[config.mk]
export PLATFORM = sky130hd
export DESIGN_NAME = fan_tree_pipe
export DESIGN_NICKNAME = d
export VERILOG_FILES = /design/src/rtl/fan_tree_pipe.sv
export SDC_FILE = /design/constraint.sdc
export NUM_CORES = 2
export LEC_CHECK = 0
export ABC_AREA = 1
export BUFFER_PORTS_ARGS = -buffer_cell sky130_fd_sc_hd__buf_2
export CORE_MARGIN = 2
export CORE_UTILIZATION = 40
export DETAILED_ROUTE_END_ITERATION = 16
export PLACE_DENSITY = 0.61
export SYNTH_ARGS = -nofsm -noshare
export SYNTH_HDL_FRONTEND = slang
export SYNTH_SLANG_ARGS = --single-unit
[constraint.sdc]
create_clock -name clk -period 2.7 [get_ports clk]
set_clock_uncertainty 0.05 [all_clocks]
set_input_delay 0.27 -clock clk [delete_from_list [all_inputs] [get_ports clk]]
set_output_delay 0.27 -clock clk [all_outputs]
set_load 0.1 [all_outputs]
[src/rtl/fan_tree_pipe.sv]
// Segmented reduction tree: sums contiguous lane segments per beat, with open segments carried across beats.
// Latency: N_LEVELS+2 register stages (accept edge + N_LEVELS+1 cycles to out_valid).
// Backpressure: every stage advances only when the output register is free or being consumed; in_ready = that enable.
module fan_tree_pipe #(
    parameter int N        = 8,
    parameter int DW_DATA  = 8,
    parameter int DW_OUT   = 16,
    parameter int N_LEVELS = $clog2(N)
) (
    input  logic                  clk,
    input  logic                  rst_n,
    input  logic                  in_valid,
    output logic                  in_ready,
    input  logic [N*DW_DATA-1:0]  in_data,
    input  logic [N-1:0]          in_last,
    input  logic                  in_sop,
    output logic                  out_valid,
    input  logic                  out_ready,
    output logic [N*DW_OUT-1:0]   out_data,
    output logic [N-1:0]          out_mask,
    output logic                  carry_pending
);

    localparam int L = N_LEVELS;

    typedef logic [N-1:0][DW_OUT-1:0] lanes_t;

    // Stage k holds the segmented scan after k doubling steps; stage 0 is the sign-extended input.
    lanes_t       val_q   [0:L];
    lanes_t       val_d   [0:L];
    logic [N-1:0] start_q [0:L];
    logic [N-1:0] start_d [0:L];
    logic [N-1:0] last_q  [0:L];
    logic [L:0]   sop_q;
    logic [L:0]   vld_q;

    // Output / carry stage state
    logic         out_valid_q;
    lanes_t       out_data_q;
    logic [N-1:0] out_mask_q;
    logic [DW_OUT-1:0] carry_q;
    logic         pend_q;

    lanes_t            out_d;
    logic [DW_OUT-1:0] carry_d;
    logic              pend_d;
    logic [DW_OUT-1:0] c_in;
    logic              en;

    assign en            = !out_valid_q || out_ready;
    assign in_ready      = en;
    assign out_valid     = out_valid_q;
    assign out_data      = out_data_q;
    assign out_mask      = out_mask_q;
    assign carry_pending = pend_q;

    // Segmented inclusive scan: a lane flagged as a segment start stops absorbing lanes to its left.
    always_comb begin
        int j;
        j = 0;
        for (int i = 0; i < N; i++) begin
            val_d[0][i] = {{(DW_OUT-DW_DATA){in_data[i*DW_DATA+DW_DATA-1]}},
                           in_data[i*DW_DATA +: DW_DATA]};
        end
        // A segment starts at lane 0 and right after every closing lane.
        start_d[0] = {in_last[N-2:0], 1'b1};
        for (int k = 0; k < L; k++) begin
            for (int i = 0; i < N; i++) begin
                j = (i >= (1 << k)) ? i - (1 << k) : 0;
                val_d[k+1][i]   = val_q[k][i];
                start_d[k+1][i] = start_q[k][i];
                if (i >= (1 << k) && !start_q[k][i]) begin
                    val_d[k+1][i]   = val_q[k][j] + val_q[k][i];
                    start_d[k+1][i] = start_q[k][j];
                end
            end
        end
    end

    // Pipeline registers; the whole tree moves in lock-step with the output stage.
    always_ff @(posedge clk or negedge rst_n) begin
        if (!rst_n) begin
            vld_q <= '0;
            sop_q <= '0;
            for (int k = 0; k <= L; k++) begin
                val_q[k]   <= '0;
                start_q[k] <= '0;
                last_q[k]  <= '0;
            end
        end else if (en) begin
            vld_q <= {vld_q[L-1:0], in_valid};
            sop_q <= {sop_q[L-1:0], in_sop};
            last_q[0] <= in_last;
            for (int k = 0; k <= L; k++) begin
                val_q[k]   <= val_d[k];
                start_q[k] <= start_d[k];
            end
            for (int k = 1; k <= L; k++) begin
                last_q[k] <= last_q[k-1];
            end
        end
    end

    // Fold the carried partial sum into the first segment and compute the next carry.
    always_comb begin
        logic seen;
        seen = 1'b0;
        c_in = (pend_q && !sop_q[L]) ? carry_q : '0;
        for (int i = 0; i < N; i++) begin
            out_d[i] = '0;
            if (last_q[L][i]) begin
                if (!seen) out_d[i] = val_q[L][i] + c_in;
                else       out_d[i] = val_q[L][i];
                seen = 1'b1;
            end
        end
        // Lane N-1 of the scan holds the open tail (or whole beat when nothing closed).
        if (last_q[L] == '0)          carry_d = c_in + val_q[L][N-1];
        else if (!last_q[L][N-1])     carry_d = val_q[L][N-1];
        else                          carry_d = '0;
        pend_d = !last_q[L][N-1];
    end

    // Output and carry registers change only when a valid beat leaves the tree.
    always_ff @(posedge clk or negedge rst_n) begin
        if (!rst_n) begin
            out_valid_q <= 1'b0;
            out_data_q  <= '0;
            out_mask_q  <= '0;
            carry_q     <= '0;
            pend_q      <= 1'b0;
        end else if (en) begin
            out_valid_q <= vld_q[L];
            if (vld_q[L]) begin
                out_data_q <= out_d;
                out_mask_q <= last_q[L];
                carry_q    <= carry_d;
                pend_q     <= pend_d;
            end
        end
    end

endmodule

==> summary.txt <==
Status
  • Outcome: finished clean

Critical path
  • Critical path data arrival time: 2260 ps
  • Critical path endpoint category: output pin
  • R2R Path End: out_data[28]
  • FF-to-FF path depth: 17
  • Buf+Inv Stages, Crit Path: 5
  • Crit path depth: 6
  • CP max FO: 98
  • Worst path cell trace: inv_1 > nor2_4 > buf_4 > inv_8 > buf_16 > buf_12
  • Worst setup startpoint: out_valid
  • Max stage delay on crit path: 370 ps
  • R2R Setup Slk: 120 ps
  • Largest delay contributor family on the critical path: buffers and inverters
  • Setup crit end: in_ready
  • CP max stage cell: dfrtp_1
  • Startpoint Class: register
  • Critical path required time: 2380 ps
  • Reg-to-reg startpoint: carry_pending
  • Crit Path Class: reg2out

Global routing
  • Largest net degree at the start of global routing: 111
  • GRT Overall Usage: 27.1%
  • Vias in the first global route: 33900
  • Antenna violations before repair: 0
  • Remaining global-route overflow: 0
  • First-pass GRT wire length: 200000 µm

Logic synthesis
  • Syn Inst Count: 5327
  • Synth area leaders: dfrtp_1 38%, nand2_1 18%, ha_1 7.1%, inv_1 6.1%, o21ai_0 6.1%
  • #FFs+latches synth: 565
  • Synth Net Count: 5631
  • Seq/Total Area, Yosys: 38.0%
  • Largest area contributor in the netlist: dfrtp_1
  • Commonest cells post-synth: 1762 x nand2_1, 605 x inv_1, 565 x dfrtp_1
  • Count leader, synth: nand2_1
  • Post-synth ARST share: 100%
  • Yosys top cell area share: 38.0%
  • Post-synth top flop: dfrtp_1
  • Netlist cell types: 43
  • Number of synthesized flops with an enable pin: 0
  • Synth warn: 0
  • Cell area after synthesis: 37200 µm²
  • Mapped Avg Cell Area: 6.99 µm²

Cells and area
  • Area of the multi-input gates: 20200 µm²
  • Fillcell total: 9424
  • Share of post-route cells with drive strength above 1: 9.62%
  • Storage element area: 14100 µm²
  • Area grow syn2layout: 18.3%
  • Nets@finish: 6000

Timing
  • Setup ws final: 115 ps
  • Max-slew violations: 0
  • Tmin final: 2580 ps
  • Max frequency: 0.387 GHz
  • Final worst-path cycle share: 95.7%
  • Final setup viols: 0
  • Worst-Margin Slew: 742 ps
  • Final Hold Fails: 0
  • Max-slew headroom: 50.5%
  • RSZ-0062 raised after global routing: false

Route
  • Routed Antenna Nets: 0
  • Residual DRC: 0
  • Routed wire per std cell: 18.6 µm
  • Starting DRT DRC Count: 3113
  • Vias per cell: 5.21
  • Via count: 36400
  • Post-Route WL: 130000 µm
  • Drt first pass iters: 6

Floorplanning
  • Row Count: 111
  • Die height: 309 µm
  • Initial Utilization: 40.5%
  • Die area: 95500 µm²
  • Ports: 216
  • CORE AREA: 91900 µm²
  • Chip Width: 309 µm

Clock network
  • Post-CTS setup buffer count: 0
  • CTS tree: yes
  • Root buffer cell: clkbuf_16
  • Clk slew on worst S/H paths: 70 ps
  • Worst-Skew Late Latency: 650 ps
  • Htree depth: 3
  • Max Root-Sink Buffers: 3
  • Clock Sinks: 565
  • TritonCTS Buffers: 69

Placed design
  • Dpl ws: -368 ps
  • Placed wire-length estimate: 101000 µm
  • Placer congestion estimate: 0.948
  • Port Buffers: 215

Hold path
  • HP Class: in2async

Run
  • Max Cap Viol: 0
[area by class of cell]
cell class                      count  area share (%)
Inverter                          621            5.34
Clock buffer                       87            4.28
Antenna cell                        1         0.00569
Timing Repair Buffer              453            7.69
Clock inverter                     39            1.16
Tap cell                         1243            3.53
Multi-Input combinational cell   3986            45.9
Sequential cell                   565            32.1
[timing repair]
action,CTS,global route
gates resized for setup,3,24
cloned,0,0
hold endpoints to repair,271,0
hold buffers,75,0
endpoints found under the setup margin,16,74
[worst min-delay path by stage]
stage               slack (ps)  start  depth (start not counted)             to
finish                     150  rst_n                          2  out_data[104]
global placement           230  rst_n                          1  out_data[104]
global route               150  rst_n                          2  out_data[104]
CTS                        140  rst_n                          2  out_data[104]
floorplan                  -80  rst_n                          0     carry_q[0]
detailed placement         230  rst_n                          1  out_data[104]
[layout by cell type (no fill, tap or decap), types with 7 or more instances in the layout]
cell type and n:
nor3_1 22, buf_2 213, a21o_1 16, or2_2 13, clkbuf_1 9, a22oi_1 19, and2_1 16, o21ai_0 439
nand3_1 280, o221ai_1 30, dfrtp_1 564, fa_1 17, o211ai_1 83, clkbuf_8 9, inv_1 604, buf_12 24
nand4_1 40, o21bai_1 28, nand2_1 1762, clkbuf_16 69, nand3_2 7, xor2_1 43, a31oi_1 12, nor2_2 18
a21oi_1 406, buf_4 139, xnor2_1 31, nor2_1 412, ha_1 210, dlygate4sd3_1 75, o21ai_1 17, nand3b_1 10
clkinv_2 15, clkinv_1 8, bufinv_16 9, o21a_1 16
[routing by layer]
metal	wire length [µm]	GRT usage, %	part of all wire [%]	vias up
met3	8600	4.08	6.6	171
met5	0	0	0	-
met4	3640	7.70	2.8	0
met1	62500	40.2	48	16900
met2	55300	40.8	43	1180
li1	-	-	-	18200
[metrics by stage]
step	hold WS [ps]	cell area [µm²]	TNS [ps]	cells	utilization, %
floorplan	-75.6	37200	0	5327	-
global placement	230	40800	-3850	6793	44.4
detailed placement	226	40800	-4860	6793	44.4
CTS	140	44000	0	6994	47.8
global route	148	44000	0	6994	47.9
finish	152	44000	0	6995	47.9
[registers in the layout (all words and copies together) (netlist names)]
| name | count |
|---|---|
| val_q | 287 |
| sop_q | 4 |
| val_d | 74 |
| carry_pending | 1 |
| last_q | 26 |
| out_mask | 8 |
| start_q | 16 |
| out_valid | 1 |
| carry_q | 16 |
| out_data | 128 |
| vld_q | 4 |
[cell families after synthesis]
family	Yosys count	share of synthesized area, %
compound gates	1097	16.4
mux	2	0.0538
simple gates	2586	28.0
xor+xnor	74	1.74
buf+inv	776	7.91
flops	565	38.0
fa+ha+maj	227	7.97
Power is not shown: default switching activity piles up to over one toggle a cycle in this logic, so the estimate is an artifact.
